## config.mk

```make
export PLATFORM = sky130hd
export DESIGN_NAME = dpll_lock_ctrl
export DESIGN_NICKNAME = d
export VERILOG_FILES = /design/src/rtl/dpll_ctrl_pkg.sv /design/src/rtl/dpll_err_window.sv /design/src/rtl/dpll_lock_ctrl.sv
export SDC_FILE = /design/constraint.sdc
export NUM_CORES = 1
export LEC_CHECK = 0
export ABC_AREA = 1
export BUFFER_PORTS_ARGS = -buffer_cell sky130_fd_sc_hd__buf_2
export CORE_MARGIN = 3
export CORE_UTILIZATION = 50
export DETAILED_ROUTE_END_ITERATION = 10
export PLACE_DENSITY_LB_ADDON = 0.3
export REMOVE_ABC_BUFFERS = 1
export SYNTH_ARGS = -nofsm -noshare
export SYNTH_HDL_FRONTEND = slang
export SYNTH_SLANG_ARGS = --single-unit
```

## constraint.sdc

```tcl
create_clock -name i_clk -period 2.5 [get_ports i_clk]
set_input_delay 0 -clock i_clk [delete_from_list [all_inputs] [get_ports i_clk]]
set_output_delay 0 -clock i_clk [all_outputs]
set_load 0.03 [all_outputs]
```

## src/rtl/dpll_ctrl_pkg.sv

```systemverilog
// Shared constants for the CORDIC DPLL acquisition/lock controller.
// State encoding, default thresholds and the lgcoeff width.
package dpll_ctrl_pkg;

    localparam int LGC_W = 5;

    typedef enum logic [2:0] {
        ST_IDLE    = 3'd0,
        ST_LOAD    = 3'd1,
        ST_ACQUIRE = 3'd2,
        ST_LOCKED  = 3'd3
    } state_t;

    localparam logic [LGC_W-1:0] DEF_LGC_START = 5'd4;
    localparam logic [LGC_W-1:0] DEF_LGC_FINAL = 5'd8;

    localparam int DEF_LOCK_THRESH   = 512;
    localparam int DEF_UNLOCK_THRESH = 2048;
    localparam int DEF_LOCK_COUNT    = 4;
    localparam int DEF_LOSS_COUNT    = 2;
    localparam int DEF_TIMEOUT_WIN   = 256;

endpackage

```

## src/rtl/dpll_err_window.sv

```systemverilog
// Windowed mean of |phase error|: saturating abs stage, then an
// accumulator that emits a one-cycle mean strobe every 2^LG_AVG samples.
module dpll_err_window #(
    parameter int OW     = 16,
    parameter int LG_AVG = 4
) (
    input  logic          clk,
    input  logic          reset,
    input  logic          clear,
    input  logic          en,
    input  logic          stb,
    input  logic [OW-1:0] err,
    output logic          mean_stb,
    output logic [OW-1:0] mean
);

    localparam int AW = OW + LG_AVG;
    localparam logic [OW-1:0] MOST_NEG = {1'b1, {(OW-1){1'b0}}};
    localparam logic [OW-1:0] MOST_POS = {1'b0, {(OW-1){1'b1}}};

    logic [OW-1:0]     abs_err;
    logic [OW-1:0]     mag;
    logic              mag_vld;
    logic [AW-1:0]     acc;
    logic [AW-1:0]     sum;
    logic [LG_AVG-1:0] cnt;

    // The most negative code has no positive twin; clamp it.
    always_comb begin
        if (err == MOST_NEG)
            abs_err = MOST_POS;
        else if (err[OW-1])
            abs_err = -err;
        else
            abs_err = err;
    end

    assign sum = acc + AW'(mag);

    always_ff @(posedge clk) begin
        if (reset || clear) begin
            mag_vld  <= 1'b0;
            mag      <= '0;
            acc      <= '0;
            cnt      <= '0;
            mean_stb <= 1'b0;
            mean     <= '0;
        end else begin
            mag_vld  <= stb && en;
            mag      <= abs_err;
            mean_stb <= 1'b0;
            if (mag_vld) begin
                if (&cnt) begin
                    acc      <= '0;
                    cnt      <= '0;
                    mean_stb <= 1'b1;
                    mean     <= sum[AW-1:LG_AVG];
                end else begin
                    acc <= sum;
                    cnt <= cnt + LG_AVG'(1);
                end
            end
        end
    end

endmodule

```

## src/rtl/dpll_lock_ctrl.sv

```systemverilog
// Acquisition and lock controller for the CORDIC DPLL: loads the NCO
// step, gear-shifts lgcoeff from wide to narrow, and tracks lock.
module dpll_lock_ctrl
    import dpll_ctrl_pkg::*;
#(
    parameter int               OW            = 16,
    parameter int               PW            = 32,
    parameter int               LG_AVG        = 4,
    parameter logic [LGC_W-1:0] LGC_START     = DEF_LGC_START,
    parameter logic [LGC_W-1:0] LGC_FINAL     = DEF_LGC_FINAL,
    parameter int               LOCK_THRESH   = DEF_LOCK_THRESH,
    parameter int               UNLOCK_THRESH = DEF_UNLOCK_THRESH,
    parameter int               LOCK_COUNT    = DEF_LOCK_COUNT,
    parameter int               LOSS_COUNT    = DEF_LOSS_COUNT,
    parameter int               TIMEOUT_WIN   = DEF_TIMEOUT_WIN
) (
    input  logic             i_clk,
    input  logic             i_reset,
    input  logic             i_start,
    input  logic [PW-1:0]    i_step,
    input  logic             i_err_stb,
    input  logic [OW-1:0]    i_err,
    output logic             o_ld,
    output logic [PW-1:0]    o_step,
    output logic [LGC_W-1:0] o_lgcoeff,
    output logic             o_locked,
    output logic             o_fail,
    output logic [2:0]       o_state
);

    localparam int GW = $clog2(LOCK_COUNT + 1);
    localparam int BW = $clog2(LOSS_COUNT + 1);
    localparam int TW = $clog2(TIMEOUT_WIN + 1);

    state_t        state;
    logic [GW-1:0] good_cnt;
    logic [BW-1:0] bad_cnt;
    logic [TW-1:0] tmo_cnt;
    logic          active;
    logic          mean_stb;
    logic [OW-1:0] mean;
    logic          good_win;
    logic          bad_win;

    assign active   = (state == ST_ACQUIRE) || (state == ST_LOCKED);
    assign good_win = mean < OW'(LOCK_THRESH);
    assign bad_win  = mean >= OW'(UNLOCK_THRESH);
    assign o_state  = state;

    dpll_err_window #(
        .OW     (OW),
        .LG_AVG (LG_AVG)
    ) u_win (
        .clk      (i_clk),
        .reset    (i_reset),
        .clear    (i_start),
        .en       (active),
        .stb      (i_err_stb),
        .err      (i_err),
        .mean_stb (mean_stb),
        .mean     (mean)
    );

    always_ff @(posedge i_clk) begin
        if (i_reset) begin
            state     <= ST_IDLE;
            o_ld      <= 1'b0;
            o_step    <= '0;
            o_lgcoeff <= LGC_START;
            o_locked  <= 1'b0;
            o_fail    <= 1'b0;
            good_cnt  <= '0;
            bad_cnt   <= '0;
            tmo_cnt   <= '0;
        end else if (i_start) begin
            state     <= ST_LOAD;
            o_ld      <= 1'b1;
            o_step    <= i_step;
            o_lgcoeff <= LGC_START;
            o_locked  <= 1'b0;
            o_fail    <= 1'b0;
            good_cnt  <= '0;
            bad_cnt   <= '0;
            tmo_cnt   <= '0;
        end else begin
            o_ld <= 1'b0;
            unique case (state)
                ST_IDLE: ;
                ST_LOAD: state <= ST_ACQUIRE;
                ST_ACQUIRE: if (mean_stb) begin
                    tmo_cnt <= tmo_cnt + TW'(1);
                    // Timeout wins over any gear or lock decision.
                    if (tmo_cnt == TW'(TIMEOUT_WIN - 1)) begin
                        o_fail <= 1'b1;
                        state  <= ST_IDLE;
                    end else if (good_win) begin
                        if (good_cnt == GW'(LOCK_COUNT - 1)) begin
                            good_cnt <= '0;
                            if (o_lgcoeff < LGC_FINAL) begin
                                o_lgcoeff <= o_lgcoeff + 5'd1;
                            end else begin
                                state    <= ST_LOCKED;
                                o_locked <= 1'b1;
                                bad_cnt  <= '0;
                            end
                        end else begin
                            good_cnt <= good_cnt + GW'(1);
                        end
                    end else begin
                        good_cnt <= '0;
                        if (bad_win)
                            o_lgcoeff <= LGC_START;
                    end
                end
                ST_LOCKED: if (mean_stb) begin
                    if (bad_win) begin
                        if (bad_cnt == BW'(LOSS_COUNT - 1)) begin
                            bad_cnt   <= '0;
                            o_locked  <= 1'b0;
                            o_lgcoeff <= LGC_START;
                            tmo_cnt   <= '0;
                            state     <= ST_ACQUIRE;
                        end else begin
                            bad_cnt <= bad_cnt + BW'(1);
                        end
                    end else begin
                        bad_cnt <= '0;
                    end
                end
                default: state <= ST_IDLE;
            endcase
        end
    end

endmodule

```

==> run_summary.xml <==
<?xml version="1.0" encoding="UTF-8"?>
<metrics>
  <group name="detailed_routing">
    <metric name="drtAntennaViolNets" unit="">0</metric>
    <metric name="drc" unit="">0</metric>
    <metric name="wl_per_cell" unit="um">13.48</metric>
    <metric name="drt_wl_total" unit="um">13620</metric>
    <metric name="routed_via_density" unit="">5.143</metric>
    <metric name="drt-pass1-iter-count" unit="">7</metric>
    <metric name="drt_iter0_markers" unit="">238</metric>
    <metric name="vias" unit="">5194</metric>
  </group>
  <group name="setup_path">
    <metric name="timing.critical_path.fanout_max" unit="">4</metric>
    <metric name="cp.arrival" unit="ns">2.41</metric>
    <metric name="critical_path_class" unit="">flop to flop</metric>
    <metric name="ff2ff_setup_slack" unit="ns">0.36</metric>
    <metric name="worst_setup_path_start_kind" unit="">flop</metric>
    <metric name="critical_path.endpoint_type" unit="">flop</metric>
    <metric name="regToRegEndpoint" unit="">o_state[1]$_SDFFE_PP0P_</metric>
    <metric name="setup.worst_path.end" unit="">o_state[1]$_SDFFE_PP0P_</metric>
    <metric name="setup.worst_path.start" unit="">tmo_cnt[0]$_SDFFE_PP0P_</metric>
    <metric name="worst-endpoint-required" unit="ns">2.77</metric>
    <metric name="worst_r2r_startpoint" unit="">tmo_cnt[0]$_SDFFE_PP0P_</metric>
    <metric name="reg2reg_depth" unit="">11</metric>
  </group>
  <group name="logic_synthesis">
    <metric name="yosys_warnings" unit="">0</metric>
    <metric name="synth-async-reset-ratio" unit="%">0</metric>
    <metric name="postSynthRegisterBits" unit="">105</metric>
    <metric name="syn-instance-count" unit="">738</metric>
    <metric name="synth_ff_type" unit="">dfxtp_1</metric>
    <metric name="post-synth-top-area-fraction" unit="%">38.96</metric>
    <metric name="synth_top_cells_by_area" unit="">dfxtp_1, nand2_1, inv_1, nand3_1, a22o_1</metric>
    <metric name="post-synth-top-count-cell" unit="">nand2_1</metric>
    <metric name="yosysSeqAreaShare" unit="%">38.96</metric>
    <metric name="yosys.cell_types.count" unit="">48</metric>
    <metric name="synth.cells.most_frequent" unit="">nand2_1, dfxtp_1, inv_1</metric>
    <metric name="synth_top_area_cell" unit="">dfxtp_1</metric>
    <metric name="number_of_synthesized_flops_with_an_enable_pin" unit="">0</metric>
    <metric name="post_synth_instance_area" unit="sq mm">0.005395</metric>
    <metric name="postSynthAreaPerCell" unit="sq um">7.311</metric>
  </group>
  <group name="sta">
    <metric name="slew_violations" unit="">0</metric>
    <metric name="layout_min_cycle_time" unit="ns">2.137</metric>
    <metric name="max_slew.worst_pin.slew" unit="ns">0.9639</metric>
    <metric name="clock-skew-final" unit="ns">0.01475</metric>
    <metric name="finalSetupTns" unit="ns">0</metric>
    <metric name="setup_viol_count_final" unit="">0</metric>
    <metric name="slew_headroom" unit="%">35.67</metric>
    <metric name="final_min_period_over_clock_period" unit="%">85.49</metric>
    <metric name="rsz0062_at_grt" unit="">false</metric>
    <metric name="final_hold_viol_count" unit="">0</metric>
    <metric name="fin_worst_hold_slack" unit="ns">0.01206</metric>
    <metric name="fmax" unit="MHz">467.9</metric>
  </group>
  <group name="global_route">
    <metric name="grt_overflow_total" unit="">0</metric>
    <metric name="antenna_violations_before_repair" unit="">0</metric>
    <metric name="pin_count_of_the_biggest_net_entering_global_routing" unit="">47</metric>
    <metric name="global_route.usage.total" unit="%">24.09</metric>
    <metric name="vias_in_the_first_global_route" unit="">5168</metric>
    <metric name="grt_pass1_wl" unit="um">23290</metric>
  </group>
  <group name="floorplan">
    <metric name="die_w" unit="um">109.9</metric>
    <metric name="die-area" unit="sq mm">0.01207</metric>
    <metric name="floorplan.initialDensity" unit="%">51.80</metric>
    <metric name="floorplan.core_area" unit="sq mm">0.01042</metric>
    <metric name="chipHeight" unit="um">109.9</metric>
    <metric name="ios" unit="">95</metric>
    <metric name="placementRows" unit="">37</metric>
  </group>
  <group name="cells_and_area">
    <metric name="fin_nets" unit="">944</metric>
    <metric name="area.growth.synth_to_final" unit="%">22.80</metric>
    <metric name="n_fill_cell" unit="">865</metric>
    <metric name="final_cell_count_no_fill" unit="">1010</metric>
    <metric name="layout.core_utilization" unit="%">63.60</metric>
    <metric name="num_antenna_cells" unit="">0</metric>
    <metric name="final_layout_size_suffix_gt1_share" unit="%">17.05</metric>
  </group>
  <group name="clock_tree">
    <metric name="cts_buffers" unit="">9</metric>
    <metric name="cts.sinks" unit="">105</metric>
    <metric name="tritoncts_clock_tree" unit="">yes</metric>
    <metric name="cts_resized" unit="">0</metric>
    <metric name="htreeDepth" unit="">3</metric>
    <metric name="max-clock-path-buffers" unit="">2</metric>
    <metric name="root_buffer" unit="">clkbuf_8</metric>
    <metric name="cts.reportedPaths.clkPinSlew" unit="ns">0.12</metric>
    <metric name="worst_skew_pair_later_pin_latency" unit="ns">0.38</metric>
  </group>
  <group name="placed_design">
    <metric name="globalplace.congestion" unit="">0.9150</metric>
    <metric name="detailed_place_hpwl" unit="um">9454</metric>
    <metric name="port_buffers" unit="">93</metric>
    <metric name="dp_cells" unit="">949</metric>
  </group>
  <group name="power_and_ir_drop">
    <metric name="peakVddDrop" unit="mV">0.3466</metric>
    <metric name="p_leak" unit="nW">3.211</metric>
    <metric name="power_per_cell_area" unit="mW/mm^2">495.1</metric>
  </group>
  <group name="run">
    <metric name="cap_violations" unit="">0</metric>
  </group>
  <group name="worst_hold_path">
    <metric name="hp-class" unit="">input port to flop</metric>
  </group>
  <group name="outcome">
    <metric name="run_status" unit="">finished clean</metric>
  </group>
</metrics>
==> where the power goes <==
part / internal [W] / switching [W] / total (W)
sequential: 0.00172 / 0.0000340 / 0.00175
clock: 0.000416 / 0.000688 / 0.00110
combinational: 0.000171 / 0.000251 / 0.000422
==> worst max-delay path, cell delays in order (launching register included) <==
cell and delay (ns):
dfxtp_1 0.39, ha_1 0.25, nand3_1 0.10, nor2_1 0.12
nand2_1 0.08, nor2_1 0.11, ha_1 0.20, nor3_1 0.09
a21oi_1 0.24, nand3_1 0.14, o21ai_0 0.20, a21oi_1 0.09
==> through the flow <==
step	total power, W	instance area (sq um)	setup WS (ns)
3_5_place_dp	0.002143	5964	0.4196
5_1_grt	0.003420	6625	0.1479
2_1_floorplan	0.002011	5294	0.1401
4_1_cts	0.003289	6625	0.3856
6_report	0.003280	6625	0.3627
3_3_place_gp	0.002134	5964	0.5064
==> cell type report <==
type | count | area [sq um] | area share [%]
Sequential cell | 105 | 2102 | 31.73
Clock buffer | 9 | 123.9 | 1.870
Tap cell | 136 | 170.2 | 2.568
Timing Repair Buffer | 142 | 945.9 | 14.28
Clock inverter | 7 | 86.33 | 1.303
Multi-Input combinational cell | 508 | 2809 | 42.40
Inverter | 103 | 387.9 | 5.855
==> layer usage <==
| metal | GRT usage, % | vias up | share of wire, % |
|---|---|---|---|
| met1 | 30.77 | 2336 | 46 |
| met2 | 40.03 | 176 | 46 |
| met3 | 5.755 | 18 | 6.3 |
| met5 | 0 | - | 0 |
| li1 | - | 2664 | - |
| met4 | 7.658 | 0 | 1.6 |
==> registers in the layout, indices dropped and copies added, names as in the netlist, 2 cells and up <==
signal / count
o_state: 2
o_step: 32
u_win.acc: 20
u_win.mean: 7
bad_cnt: 2
u_win.cnt: 4
o_lgcoeff: 5
good_cnt: 3
tmo_cnt: 9
u_win.mag: 16
==> kinds of logic after synthesis <==
family | share of synthesized area [%]
AOI/OAI and AO/OA | 14.29
and+or+nand+nor | 30.03
other | 0.06951
buffers and inverters | 9.067
DFF | 38.96
adders and majority gates | 5.473
xor gates and xnor gates | 2.110
==> how the worst min path moves through the flow <==
stage               start                        to  slack [ns]  cells past startpoint
3_3_place_gp    i_step[2]    o_step[2]$_SDFFE_PP0P_        0.21                      2
5_1_grt         i_err[13]  u_win.mag[15]$_SDFF_PP0_        0.01                      4
2_1_floorplan   i_step[0]    o_step[0]$_SDFFE_PP0P_        0.13                      1
6_report         i_err[2]   u_win.mag[2]$_SDFF_PP0_        0.01                      4
4_1_cts          i_err[2]   u_win.mag[2]$_SDFF_PP0_       0.007                      4
3_5_place_dp   i_step[16]   o_step[16]$_SDFFE_PP0P_        0.22                      2
==> repair_timing <==
item | 4_1_cts | 5_1_grt
endpoints found under the hold margin | 50 | 0
setup buffers | 0 | 0
hold buffers | 45 | 0
==> layout by cell type, fill, tap and decap left out, types with 2 or more instances in the layout <==
| master | Yosys | final |
|---|---|---|
| buf_4 | 2 | 4 |
| nand3b_1 | 8 | 8 |
| xnor2_1 | 3 | 3 |
| o21ai_1 | 7 | 7 |
| nor2_1 | 59 | 59 |
| nor2_4 | 2 | 3 |
| nand2_2 | 4 | 4 |
| xor2_1 | 10 | 10 |
| a31oi_1 | 3 | 3 |
| nand4_1 | 10 | 10 |
| a22o_1 | 32 | 32 |
| nand3_1 | 59 | 59 |
| nand2_1 | 180 | 180 |
| inv_2 | 7 | 7 |
| a21oi_1 | 51 | 51 |
| clkbuf_8 | 0 | 9 |
| nor4_1 | 2 | 2 |
| buf_2 | 3 | 93 |
| nor2_2 | 4 | 3 |
| o211ai_1 | 2 | 2 |
| nor3_1 | 9 | 9 |
| dlygate4sd3_1 | 0 | 45 |
| o21ai_2 | 4 | 4 |
| ha_1 | 22 | 22 |
| dfxtp_1 | 105 | 105 |
| nand2_4 | 3 | 3 |
| nor2_8 | 2 | 2 |
| o21ai_0 | 16 | 16 |
| inv_1 | 94 | 94 |
| inv_8 | 0 | 4 |
No activity file was read; power rests on OpenSTA's default activity.
